===== src/rtl/alu_share_arbiter.sv =====
// -----------------------------------------------------------------------------
// alu_share_arbiter
//
// Shares one external combinational 32-bit ALU between two requesters, for
// example the core datapath (requester 0) and a debug/test unit (requester 1).
// ALU control codes: 000 add, 001 sub, 010 and, 011 or, 100 xor, 101 slt.
// Codes are passed through unmodified. Undefined codes are not trapped.
//
// Operation is a three-state sequence with one operation in flight:
//   IDLE : arbitrate and accept one request, latch its operands into op regs
//   EXEC : op regs drive the ALU; capture the ALU result and zero flag
//   RESP : present the response to the owning requester until it accepts
// A request handshake in cycle N gives rsp_valid high from cycle N+2.
//
// Configuration macro:
//   ALU_ARB_FIXED_PRIO_EN  defined   -> requester 0 always wins contention
//                          undefined -> round-robin (default build)
//
// Ports:
//   clk           in   1       single clock, rising edge
//   reset         in   1       synchronous, active-high
//   req_valid     in   2       request valid, bit i = requester i
//   req_ready     out  2       request accept (combinational, IDLE only)
//   req_a0/1      in   WIDTH   operand A of requester 0/1
//   req_b0/1      in   WIDTH   operand B of requester 0/1
//   req_ctrl0/1   in   CTRL_W  ALU control of requester 0/1
//   rsp_valid     out  2       response valid, one-hot to the owner
//   rsp_ready     in   2       response accept, only the owner's bit counts
//   rsp_result    out  WIDTH   registered ALU result
//   rsp_zero      out  1       registered ALU zero flag
//   alu_a/alu_b   out  WIDTH   ALU operands, straight from the op regs
//   alu_ctrl      out  CTRL_W  ALU control, straight from the op regs
//   alu_result    in   WIDTH   ALU result
//   alu_zero      in   1       ALU zero flag
// -----------------------------------------------------------------------------
module alu_share_arbiter #(
    parameter int WIDTH  = 32,
    parameter int CTRL_W = 3
) (
    input  logic              clk,
    input  logic              reset,

    input  logic [1:0]        req_valid,
    output logic [1:0]        req_ready,
    input  logic [WIDTH-1:0]  req_a0,
    input  logic [WIDTH-1:0]  req_b0,
    input  logic [CTRL_W-1:0] req_ctrl0,
    input  logic [WIDTH-1:0]  req_a1,
    input  logic [WIDTH-1:0]  req_b1,
    input  logic [CTRL_W-1:0] req_ctrl1,

    output logic [1:0]        rsp_valid,
    input  logic [1:0]        rsp_ready,
    output logic [WIDTH-1:0]  rsp_result,
    output logic              rsp_zero,

    output logic [WIDTH-1:0]  alu_a,
    output logic [WIDTH-1:0]  alu_b,
    output logic [CTRL_W-1:0] alu_ctrl,
    input  logic [WIDTH-1:0]  alu_result,
    input  logic              alu_zero
);

    typedef enum logic [1:0] {
        S_IDLE = 2'd0,
        S_EXEC = 2'd1,
        S_RESP = 2'd2
    } state_t;

    state_t              state;
    logic                owner;       // requester that owns the operation in flight
`ifndef ALU_ARB_FIXED_PRIO_EN
    logic                last;        // requester served most recently
`endif
    logic [WIDTH-1:0]    op_a;
    logic [WIDTH-1:0]    op_b;
    logic [CTRL_W-1:0]   op_ctrl;
    logic [1:0]          rsp_valid_q;

    logic                grant;       // requester selected this cycle
    logic [WIDTH-1:0]    sel_a;
    logic [WIDTH-1:0]    sel_b;
    logic [CTRL_W-1:0]   sel_ctrl;

    // -------------------------------------------------------------------------
    // Arbitration. A lone valid requester is always chosen; on contention the
    // round-robin build picks the requester not served last.
    // -------------------------------------------------------------------------
    always_comb begin
        // NOTE: every signal assigned here gets a default first, so no path
        // leaves it unassigned and no latch is inferred.
        grant     = 1'b0;
        req_ready = 2'b00;
        case (req_valid)
            2'b01:   grant = 1'b0;
            2'b10:   grant = 1'b1;
`ifdef ALU_ARB_FIXED_PRIO_EN
            2'b11:   grant = 1'b0;
`else
            2'b11:   grant = ~last;
`endif
            default: grant = 1'b0;
        endcase
        if (state == S_IDLE && req_valid != 2'b00) begin
            req_ready = grant ? 2'b10 : 2'b01;
        end
    end

    assign sel_a    = grant ? req_a1    : req_a0;
    assign sel_b    = grant ? req_b1    : req_b0;
    assign sel_ctrl = grant ? req_ctrl1 : req_ctrl0;

    // The ALU only ever sees registered operands, so its inputs stay quiet
    // outside EXEC and do not ripple with requester activity.
    assign alu_a     = op_a;
    assign alu_b     = op_b;
    assign alu_ctrl  = op_ctrl;
    assign rsp_valid = rsp_valid_q;

    // -------------------------------------------------------------------------
    // Control FSM and all datapath registers.
    // -------------------------------------------------------------------------
    always_ff @(posedge clk) begin
        // NOTE: sequential state uses non-blocking assignments so every
        // register samples pre-edge values regardless of statement order.
        if (reset) begin
            // NOTE: the operand and result registers are cleared on reset too,
            // so a discarded operation leaves no stale data on the outputs.
            state       <= S_IDLE;
            owner       <= 1'b0;
`ifndef ALU_ARB_FIXED_PRIO_EN
            last        <= 1'b1;      // requester 0 wins the first contention
`endif
            op_a        <= '0;
            op_b        <= '0;
            op_ctrl     <= '0;
            rsp_result  <= '0;
            rsp_zero    <= 1'b0;
            rsp_valid_q <= 2'b00;
        end else begin
            case (state)
                S_IDLE: begin
                    if (req_ready != 2'b00) begin
                        op_a    <= sel_a;
                        op_b    <= sel_b;
                        op_ctrl <= sel_ctrl;
                        owner   <= grant;
`ifndef ALU_ARB_FIXED_PRIO_EN
                        last    <= grant;
`endif
                        state   <= S_EXEC;
                    end
                end

                S_EXEC: begin
                    rsp_result  <= alu_result;
                    rsp_zero    <= alu_zero;
                    rsp_valid_q <= owner ? 2'b10 : 2'b01;
                    state       <= S_RESP;
                end

                S_RESP: begin
                    // Only the owner's ready bit can complete the response.
                    if ((rsp_valid_q & rsp_ready) != 2'b00) begin
                        rsp_valid_q <= 2'b00;
                        state       <= S_IDLE;
                    end
                end

                default: begin
                    rsp_valid_q <= 2'b00;
                    state       <= S_IDLE;
                end
            endcase
        end
    end

endmodule


===== config.mk =====
export PLATFORM = sky130hd
export DESIGN_NAME = alu_share_arbiter
export DESIGN_NICKNAME = d
export VERILOG_FILES = /design/src/rtl/alu_share_arbiter.sv
export SDC_FILE = /design/constraint.sdc
export NUM_CORES = 1
export LEC_CHECK = 0
export CAP_MARGIN = 20
export CELL_PAD_IN_SITES_DETAIL_PLACEMENT = 1
export CELL_PAD_IN_SITES_GLOBAL_PLACEMENT = 1
export CORE_UTILIZATION = 25
export CTS_CLUSTER_SIZE = 40
export DETAILED_ROUTE_END_ITERATION = 7
export PLACE_DENSITY_LB_ADDON = 0.1
export SETUP_SLACK_MARGIN = 0.02
export SYNTH_ARGS = -nofsm -noshare
export SYNTH_HDL_FRONTEND = slang
export SYNTH_SLANG_ARGS = --single-unit

===== constraint.sdc =====
create_clock -name clk -period 1.9 [get_ports clk]
set_input_delay 0.285 -clock clk [delete_from_list [all_inputs] [get_ports clk]]
set_output_delay 0.285 -clock clk [all_outputs]
set_load 0.01 [all_outputs]

Yosys cells after proc, flatten, opt, wreduce, memory -nomap -nowiden:

Index checks and enable logic that the tools add are counted.

* output and inout bits: 104
* bits in registers: 106
* logic and storage cells: 37

* bitwise operators: 3
* muxes and demuxes: 11
* equal/unequal tests: 6
* reduce and logical (&&, ||, !) cells: 8

Operators with widths (number)
* $mux 32: 2
* $pmux 2 s3: 2
* $mux 2: 5
* $eq 2x2->1 const B: 3
* $reduce_and 2->1: 3
* $reduce_bool 2->1: 3
* $mux 3: 1
* $and 2x2->2: 1
* $eq 2x1->1 const B: 1
* $logic_not 2->1: 1
* $ne 2x1->1 const B: 1
* $ne 2x2->1 const B: 1
* $not 1->1: 2
* $pmux 1 s2: 1
* $logic_and 1x1->1: 1

Logic depth before layout (Yosys ltp):

Gate-level depths: netlist of run 1.

* depth in word-level cells: 7
* mapped depth: 6

Worst setup path before layout of run 1:

Ideal clock, no wire load.

* path kind: flip-flop to output port
* start point: register state[1]
* end point: output req_ready[0]
* stages on the path, launching flop included: 6
* data arrival time: 1113 ps
* required time: 1615 ps
* slack: 502 ps
* buffers on the path: 3
* cells stage by stage: dfxtp_1 buf_2 nor2_2 buf_4 buf_4 and3_1

* word-level cells in the longest chain between the ends: 3

RTL lines
* from (decl): line 70 `state_t state;`
* from (signal assigned): line 129 `state <= S_IDLE;`
* from (signal assigned): line 151 `state <= S_EXEC;`
* from (signal assigned): line 159 `state <= S_RESP;`
* $logic_not 2->1: line 104 `if (state == S_IDLE && req_valid != 2'b00) begin`
* $logic_and 1x1->1: line 104
* $mux 2: line 104
* to (decl): line 44 `output logic [1:0] req_ready,`

No other way between the ends.

Worst setup path after layout of run 1:

* start point: input req_valid[1]
* end point: output req_ready[0]

* word-level cells in the longest chain between the ends: 4
* elaborated cells between the ends (all ways): 7
* those cells by class: eq/ne (2); mux (3); reduce/logical (2)

RTL lines
* from (decl): line 43 `input logic [1:0] req_valid,`
* $eq 2x2->1: line 94 `case (req_valid)`
* $pmux 1 s2: line 94
* $mux 2: line 105 `req_ready = grant ? 2'b10 : 2'b01;`
* $mux 2 (*): line 104

Mark *: on every way between the ends. The rest lies on a longest branch, timed or not.

==> run summary, run 1 <==
clk buf depth - 2
TritonRoute pass-1 iters - 4
ys flop type - dfxtp_1
htree depth - 3
Worst-path clk slew - 80 ps
Worst Setup Start Kind - primary input
Max transition margin - 58.50%
Slew @ Worst Pin - 622.4 ps
async set-reset flop share out of synthesis - 0%
Fin. Hold Viols - 0
commonest cells after routing, fill and taps aside - 272 x clkdlybuf4s50_1, 134 x nand3_1, 106 x dfxtp_1
busiest grt layer - met2
Layout Skew - 8.789 ps
Vias - 5,344
Max-Cap Viols - 0
clk sinks - 106
R2R setup slack - 320 ps
Final Cell Area - 7795 um^2
Worst IR Drop VDD - 0.3760 mV
Syn Inst Count - 568
CP Data Required Time - 1620 ps
Worst R2R Start - state[1]
Yosys cell types - 28
worst hold stages - 2
Ports - 277
remaining routing DRC violations - 0
row cnt - 48
post-CTS setup buffer count - 0
final wirelength - 19.59 mm
CTS root buf - clkbuf_16
Setup WS pre-CTS - -77.41 ps
Fillers - 2,031
YS warnings - 0
Avg Synthesized Cell Area - 7.853 um^2
vias in the first global route - 5,675
Die Wd - 135.6 um
Die Height - 135.6 um
Placed Area - 7492 um^2
TritonCTS clock tree - yes
Final Setup Violations - 0
Core Footprint - 17,360 um^2
Detail Placement HPWL - 13.81 mm
met2 GRT Util - 37.33%
Register Area - 2122 um^2
mapped cell area - 4461 um^2
Achievable Freq - 582.7 MHz
Max Fanout on Critical Path - 2
gr usage total - 20.77%
setup ws final - 183.8 ps
GR Overflow Total - 0
Worst Hold Class - primary input to register
Final Core Density - 44.91%
fin nets - 988
wire length per cell - 18.73 um
#FFs+latches synth - 106
IO buf count - 276
die footprint - 18,380 um^2
status - complete, no violations
GR Layer Usage met1 - 23.00%
First DRT Iteration DRCs - 201
Worst Reg-to-Reg Cells - 5
Worst Path Arrival - 1430 ps
Cell Pwr Density - 803.8 nW/um^2
post-route ant nets - 0
critical path class - primary input to output port
met3 global-route usage - 5.799%
Hold EP - state[1]
Hold Path Origin - reset
largest net degree at the start of global routing - 53
total power - 6265 uW
GPL Wtd Cong - 0.7351
first-pass GRT wire length - 29.64 mm
most common cell after layout, fill and taps aside - clkdlybuf4s50_1
share of cells above drive strength 1 - 6.098%
multi-input logic area - 2038 um^2
Area Overhead vs Synth - 74.75%
RSZ-0062 raised after global routing - no
Syn Nets - 741
initial antenna violation count - 1
nature of the critical path endpoint - output port
initial core utilization - 25.70%
Final Max Slew Viols - 0
DR vias/cell - 5.109
Final Cycle Share - 90.32%
Pleak - 0.002672 uW
r2r endpoint - alu_a[26]
clock latency on the worst-skew pair - 350 ps
post-synthesis sequential area ratio - 47.57%
Inserted Clock Buffers - 9
Tmin final - 1716 ps
number of synthesized flops with an enable pin - 0
worst max-delay path, cell delays in order:
cell and delay (ps):
clkdlybuf4s50_1 480, buf_4 140, nand2b_2 60, and3_1 190
dlygate4sd2_1 280
stage by stage:
stage	TNS, ps	hold WS (ps)	std cells
detailed placement	-341.3	448.3	1029
floorplan	0	421.0	568
finish	0	416.4	1046
global route	0	428.5	1046
CTS	0	396.4	1045
global placement	-134.2	441.6	1029
what timing repair did:
item | 4_1_cts | 5_1_grt
endpoints found under the setup margin | 2 | 0
resized for setup | 3 | 0
hold endpoints to repair | 0 | 0
hold buffers | 0 | 0
routing by layer:
layer	share of wire [%]	vias to the layer above
li1	-	2529
met1	41	2600
met2	50	189
met3	7.5	26
met4	2.1	0
met5	0	-
synthesized netlist by cell type (2+ instances only):
library cell | n | area (um^2)
a21oi_1 | 37 | 185.2
a31oi_1 | 67 | 419.2
buf_2 | 23 | 115.1
buf_4 | 4 | 30.03
buf_6 | 3 | 33.78
clkbuf_1 | 27 | 101.4
clkbuf_2 | 8 | 40.04
dfxtp_1 | 106 | 2122
inv_1 | 2 | 7.510
nand2_1 | 69 | 259.0
nand2b_1 | 4 | 25.02
nand3_1 | 134 | 670.6
nor2_1 | 2 | 7.510
o21ai_0 | 67 | 335.3
o21ai_1 | 2 | 10.01
worst max path at each step:
stage / startpoint / end / slack, ps
6_report: req_valid[1] / req_ready[0] / 180
5_1_grt: req_valid[1] / req_ready[1] / 130
4_1_cts: req_valid[1] / req_ready[0] / 180
3_5_place_dp: req_valid[1] / req_ready[1] / -80
3_3_place_gp: req_valid[0] / req_ready[0] / -80
2_1_floorplan: state[1] / req_ready[0] / 500
logic make-up after synthesis:
family | synth area share, %
AO/OA/AOI/OAI | 22.30
AND/OR/NAND/NOR | 22.69
flip-flops | 47.57
buffers and inverters | 7.433
state kept, by name (all words and copies together) (netlist names):
name / count
alu_a: 32
rsp_zero: 1
alu_ctrl: 3
state: 2
last: 1
rsp_result: 32
rsp_valid: 2
owner: 1
alu_b: 32
where the power goes:
| group | internal (uW) | switching, uW |
|---|---|---|
| combinational | 938 | 859 |
| sequential | 2430 | 112 |
| clock | 1060 | 864 |
| total | 4430 | 1830 |
layout make-up:
type                            count  area share [%]
Sequential cell                   106           27.22
Multi-Input combinational cell    394           26.15
Antenna cell                        1         0.03210
Tap cell                          225           3.612
Timing Repair Buffer              302           38.99
Inverter                            2         0.09631
Clock buffer                       10           3.066
Clock inverter                      6          0.8347
Note: power is estimated with default switching activity, not from simulation.
==> inputs of run 2 (changes only) <==
- ABC_AREA: default -> 1
==> run summary, run 2 <==
status - complete, no violations
Worst Path Arrival - 1390 ps (-40 ps)
ys flop type - dfxtp_1
post-synthesis sequential area ratio - 45.94% (-1.6 points)
Achievable Freq - 596.2 MHz (+2.3%)
first-pass GRT wire length - 27.64 mm (-6.7%)
Max-Cap Viols - 0 (unchanged)
GR Layer Usage met1 - 20.79% (-2.2 points)
initial core utilization - 25.63% (-0.071 points)
Worst Setup Start Kind - primary input
First DRT Iteration DRCs - 157 (-22%)
Layout Skew - 8.489 ps (-0.2996 ps)
Detail Placement HPWL - 13.45 mm (-2.6%)
clk sinks - 106 (unchanged)
clock latency on the worst-skew pair - 350 ps (about the same)
Worst R2R Start - state[0]
multi-input logic area - 2215 um^2 (+8.7%)
busiest grt layer - met2
most common cell after layout, fill and taps aside - nand2_1
RSZ-0062 raised after global routing - no
Fin. Hold Viols - 0 (unchanged)
mux contribution to synthesized area - 0% (unchanged)
simple-gate area share of the yosys netlist - 36.11% (+13 points)
top post-synthesis cells by count - 280 x nand2_1, 106 x dfxtp_1, 71 x a21oi_1, 69 x nand3_1, 69 x nor2_1
IO buf count - 276 (unchanged)
die footprint - 19,020 um^2 (+3.5%)
Syn Nets - 864 (+17%)
Worst Hold Class - primary input to register
CP startpoint - req_valid[0]
Synth Area in Compound Gates - 11.62% (-11 points)
met3 global-route usage - 6.615% (+0.82 points)
Final Cycle Share - 88.27% (-2.1 points)
largest family of logic cells by synthesized area - simple AND/OR/NAND/NOR gates
Cell Pwr Density - 813.2 nW/um^2 (+1.2%)
Die Height - 137.9 um (+1.7%)
critical path class - primary input to output port
CP peak stage delay - 500 ps (+20 ps)
vias in the first global route - 5,503 (-3.0%)
Buf+Inv Stages, Crit Path - 4 (+1)
r2r endpoint - alu_b[13]
nature of the critical path endpoint - output port
TritonCTS clock tree - yes
gr usage total - 18.91% (-1.9 points)
CP max-delay cell - clkdlybuf4s50_1
post-synthesis adder-cell area fraction - 0% (unchanged)
Synth area leader - dfxtp_1
#FFs+latches synth - 106 (unchanged)
Worst-path clk slew - 70 ps (about the same)
Yosys cell types - 17 (-39%)
Hold Worst Slack - 442.1 ps (+25.74 ps)
Tmin final - 1677 ps (-38.99 ps)
met2 GRT Util - 33.86% (-3.5 points)
GR Overflow Total - 0 (unchanged)
Inserted Clock Buffers - 9 (unchanged)
Placed Area - 7582 um^2 (+1.2%)
GPL Wtd Cong - 0.7442 (+1.2%)
xor and xnor fraction of the mapped netlist area - 0% (unchanged)
DR vias/cell - 4.604 (-9.9%)
Max transition margin - 49.28% (-9.2 points)
Worst Reg-to-Reg Cells - 7 (+2)
remaining routing DRC violations - 0 (unchanged)
CTS root buf - clkbuf_16
CP Depth - 7 (+2)
Max Fanout on Critical Path - 2 (unchanged)
worst setup path end - req_ready[1]
CP top delay family - buffers and inverters
mapped cell area - 4619 um^2 (+3.6%)
Final Cell Area - 7899 um^2 (+1.3%)
Pleak - 0.003256 uW (+22%)
clk buf depth - 2 (unchanged)
most frequent cell after synthesis - nand2_1
CP Cell Sequence - clkdlybuf4s50_1, nand2_2, nand2_2, inv_1, nand2_1, inv_1, dlygate4sd2_1
Area Overhead vs Synth - 70.99%
share of the synthesized area in the top cell type - 45.94% (-1.6 points)
final wirelength - 18.34 mm (-6.4%)
TritonRoute pass-1 iters - 4 (unchanged)
Final Setup Violations - 0 (unchanged)
Syn Inst Count - 691 (+22%)
R2R setup slack - 390 ps (+70 ps)
Worst IR Drop VDD - 0.4812 mV (+28%)
fin nets - 1,116 (+13%)
initial antenna violation count - 2 (+1)
Avg Synthesized Cell Area - 6.685 um^2 (-15%)
YS warnings - 0 (unchanged)
Final Max Slew Viols - 0 (unchanged)
Die Wd - 137.9 um (+1.7%)
Slew @ Worst Pin - 760.9 ps (+138.4 ps)
async set-reset flop share out of synthesis - 0% (unchanged)
CP Data Required Time - 1620 ps (about the same)
Vias - 5,423 (+1.5%)
Core Footprint - 18,020 um^2 (+3.8%)
Register Area - 2122 um^2 (unchanged)
share of cells above drive strength 1 - 4.430% (-1.7 points)
Ports - 277 (unchanged)
row cnt - 49 (+2.1%)
htree depth - 3 (unchanged)
commonest cells after routing, fill and taps aside - 278 x nand2_1, 272 x clkdlybuf4s50_1, 106 x dfxtp_1
ranking of synthesized cells by area - dfxtp_1 46%, nand2_1 23%, a21oi_1 7.7%, nand3_1 7.5%, nor2_1 5.6%
wire length per cell - 15.57 um (-17%)
number of synthesized flops with an enable pin - 0 (unchanged)
post-route ant nets - 0 (unchanged)
largest net degree at the start of global routing - 68 (+28%)
Fillers - 2,195 (+8.1%)
run 2: changes by cell type in the layout (fill, tap and decap cells not counted), moves of 2 or more:
| cell | previous run | this run |
|---|---|---|
| nor2_1 | 1 | 69 |
| buf_4 | 20 | 14 |
| inv_1 | 2 | 5 |
| o21ai_0 | 67 | 32 |
| a21oi_1 | 37 | 71 |
| nand3_1 | 134 | 69 |
| buf_12 | 7 | 4 |
| a31oi_1 | 67 | 0 |
| nand2b_1 | 3 | 0 |
| buf_2 | 0 | 2 |
| nand2_1 | 69 | 278 |
| nand2_2 | 0 | 2 |
run 2: layout make-up:
cell class / count / area share (%)
timing repair buffer: 294 / 37.16
multi-input combinational: 525 / 28.04
sequential: 106 / 26.87
tap: 229 / 3.627
clock buffer: 10 / 3.025
clock inverter: 6 / 0.9187
inverter: 7 / 0.3326
antenna: 1 / 0.03168
run 2: repair_timing:
item	4_1_cts	5_1_grt
setup endpoints to repair	2	0
hold buffers	0	0
setup buffers	0	0
resized for setup	3	0
run 2: cell families (layout without fill, tap and decap cells):
family | Yosys count | in the layout
other | 0 | 1
and+or+nand+nor | 420 | 420
AOI/OAI and AO/OA | 105 | 105
DFF | 106 | 106
buffers and inverters | 60 | 317
run 2: power breakdown:
group	internal, uW	switching [uW]
Combinational	979	902
Sequential	2450	120
Clock	1080	891
run 2: worst min path at each step:
stage,start,cells past startpoint,end
final,reset,4,last
after global routing,alu_b[30],2,alu_b[30]
after CTS,reset,4,last
after detailed placement,alu_a[5],2,alu_a[5]
after global placement,alu_b[6],2,alu_b[6]
after floorplan,last,2,last
run 2: stage by stage:
step                      setup slack (ps)  TNS (ps)  total power (uW)  utilization [%]  instances
after floorplan                      583.4         0              3449                -        691
after global placement              -35.25    -43.02              4478            42.07       1161
after detailed placement            -59.05     -2250              4534            42.07       1161
after CTS                            211.8         0              6533            43.81       1177
after global routing                 162.8         0              6816            43.82       1178
final                                222.8         0              6423            43.82       1178
run 2: routing by layer:
| metal | vias up | share of wire [%] |
|---|---|---|
| li1 | 2706 | - |
| met2 | 163 | 49 |
| met4 | 2 | 2.0 |
| met5 | - | 0.093 |
| met3 | 24 | 7.9 |
| met1 | 2528 | 41 |
run 2: worst register-to-register path: cells and delay by family, from the launching register on:
family	cells	cell delay [ps]
and+or+nand+nor	2	300
buffers and inverters	3	560
DFF	1	350
AOI/OAI and AO/OA	2	230
==> RTL edit (flow settings as in run 2) <==
The parameter `CTRL_W` goes from 3 to 6.
--- a/src/rtl/alu_share_arbiter.sv
+++ b/src/rtl/alu_share_arbiter.sv
@@ -37,3 +37,3 @@
     parameter int WIDTH  = 32,
-    parameter int CTRL_W = 3
+    parameter int CTRL_W = 6
 ) (
Interface: changed (resized alu_ctrl, req_ctrl0 and req_ctrl1); port bits go from 277 to 286. The function was not compared with the original's and may differ.
==> RTL edit against run 2 <==
Cell area increased by 5.9%. Synthesized cell count increased by 3.2%. Register-to-register slack got worse by 0.04 ns. Die area increased by 6.8%. Power increased by 3.6%. Worst setup slack got worse by 0.0087 ns. Clock skew increased by 0.0068 ns. Synthesized area increased by 6.9%. Largest power group unchanged. Critical path type is now flip-flop to output port. Routed wire length increased by 0.56%. Utilization decreased by 0.70 points. Critical endpoint is now req_ready[0]. Sequential cell count increased by 3.
==> RTL edit: results (changes against run 2) <==
{
  "first_global_vias": {"value": 5440, "change": "-1.1%"},
  "power.static_leakage": {"value": 0.00340, "unit": "uW", "change": "+4.3%"},
  "irDropWorstVdd": {"value": 0.380, "unit": "mV", "change": "-21%"},
  "nClkBuffers": {"value": 9, "change": "-1"},
  "synthTopCellsByCount": "270 x sky130_fd_sc_hd__nand2_1, 109 x sky130_fd_sc_hd__dfxtp_1, 72 x sky130_fd_sc_hd__nand3_1",
  "met3WireLength": {"value": 1500, "unit": "um", "change": "+4.0%"},
  "std_cell_rows": {"value": 51, "change": "+4.1%"},
  "max_stage_delay": {"value": 0.35, "unit": "ns", "change": "-0.15 ns"},
  "signal_buffers": {"value": 304, "change": "+3.4%"},
  "buffer_area_frac": {"value": 0.369, "change": "-0.00234"},
  "timing.reg2reg.setup_slack": {"value": 0.35, "unit": "ns", "change": "-0.04 ns"},
  "critPathLaunch": "state[0]$_SDFFE_PP0P_",
  "syn_nets": {"value": 892, "change": "+3.2%"},
  "gp_routability_congestion": {"value": 0.740, "change": "-0.63%"},
  "run_status": "finished clean",
  "synth.area.top_cells": "sky130_fd_sc_hd__dfxtp_1 44%, sky130_fd_sc_hd__nand2_1 21%, sky130_fd_sc_hd__nand3_1 7.3%, sky130_fd_sc_hd__a21oi_1 5.5%, sky130_fd_sc_hd__nor2_1 5.2%",
  "total_routed_wire_length_on_the_met1_layer": {"value": 7660, "unit": "um", "change": "+2.6%"},
  "crit_path_max_fanout": {"value": 3, "change": "+1"},
  "dr_total_vias": {"value": 5451, "change": "+0.52%"},
  "post_cts_resized": {"value": 2, "change": "-1"},
  "netlist_instances": {"value": 713, "change": "+3.2%"},
  "worst_r2r_endpoint": "alu_b[17]$_SDFFE_PP0P_",
  "postcts_setup_bufs": {"value": 1, "change": "+1"},
  "input_output_buffers": {"value": 285, "change": "+3.3%"},
  "multi_input_cells": {"value": 543, "change": "+3.4%"},
  "first_pass_grt_wire_length": {"value": 28700, "unit": "um", "change": "+3.8%"},
  "finish.cell_count_without_fillers": {"value": 1245, "change": "+5.7%"},
  "worstMarginPinSlew": {"value": 0.594, "unit": "ns", "change": "-0.167 ns"},
  "seq-cell-share": {"value": 0.261, "change": "-0.00781"},
  "worstRegToRegCells": {"value": 8, "change": "+1"},
  "route.met2.wl": {"value": 8970, "unit": "um", "change": "-0.95%"},
  "worst_clock_skew": {"value": 0.0153, "unit": "ns", "change": "+0.00678 ns"},
  "clock_cell_area_share": {"value": 0.0381, "change": "-0.00130"},
  "grtUsageMet2": {"value": 0.318, "change": "-0.0210"},
  "proportion_of_synthesized_chip_area_in_sequential_cells": {"value": 0.442, "change": "-0.0176"},
  "grt_use_met3": {"value": 0.0589, "change": "-0.00727"}
}
-- RTL edit: changes by cell type after synthesis, moves of 10 or more --
cell	before	now
sky130_fd_sc_hd__o21ai_1	1	20
sky130_fd_sc_hd__a21oi_2	0	20
sky130_fd_sc_hd__nand2_2	0	22
sky130_fd_sc_hd__o21ai_0	32	13
sky130_fd_sc_hd__nand2_1	280	270
sky130_fd_sc_hd__a21oi_1	71	54
-- RTL edit: stage by stage --
stage               total power, uW  hold slack [ns]  worst slack [ns]
finish                         6650            0.429             0.214
global route                   7070            0.459             0.111
CTS                            6810            0.423            0.0281
detailed placement             4740            0.455            0.0193
global placement               4720            0.452            0.0144
floorplan                      3650            0.434             0.706
-- RTL edit: kinds of logic after synthesis --
logic type	synth area share
simple gates	0.361
flops	0.442
compound gates	0.127
buf+inv	0.0704
-- RTL edit: report_power, final --
part	switching, uW	total [uW]	leakage, uW	internal (uW)
clock	944	2000	0.000152	1060
combinational	954	2000	0.00235	1050
sequential	125	2650	0.000897	2520
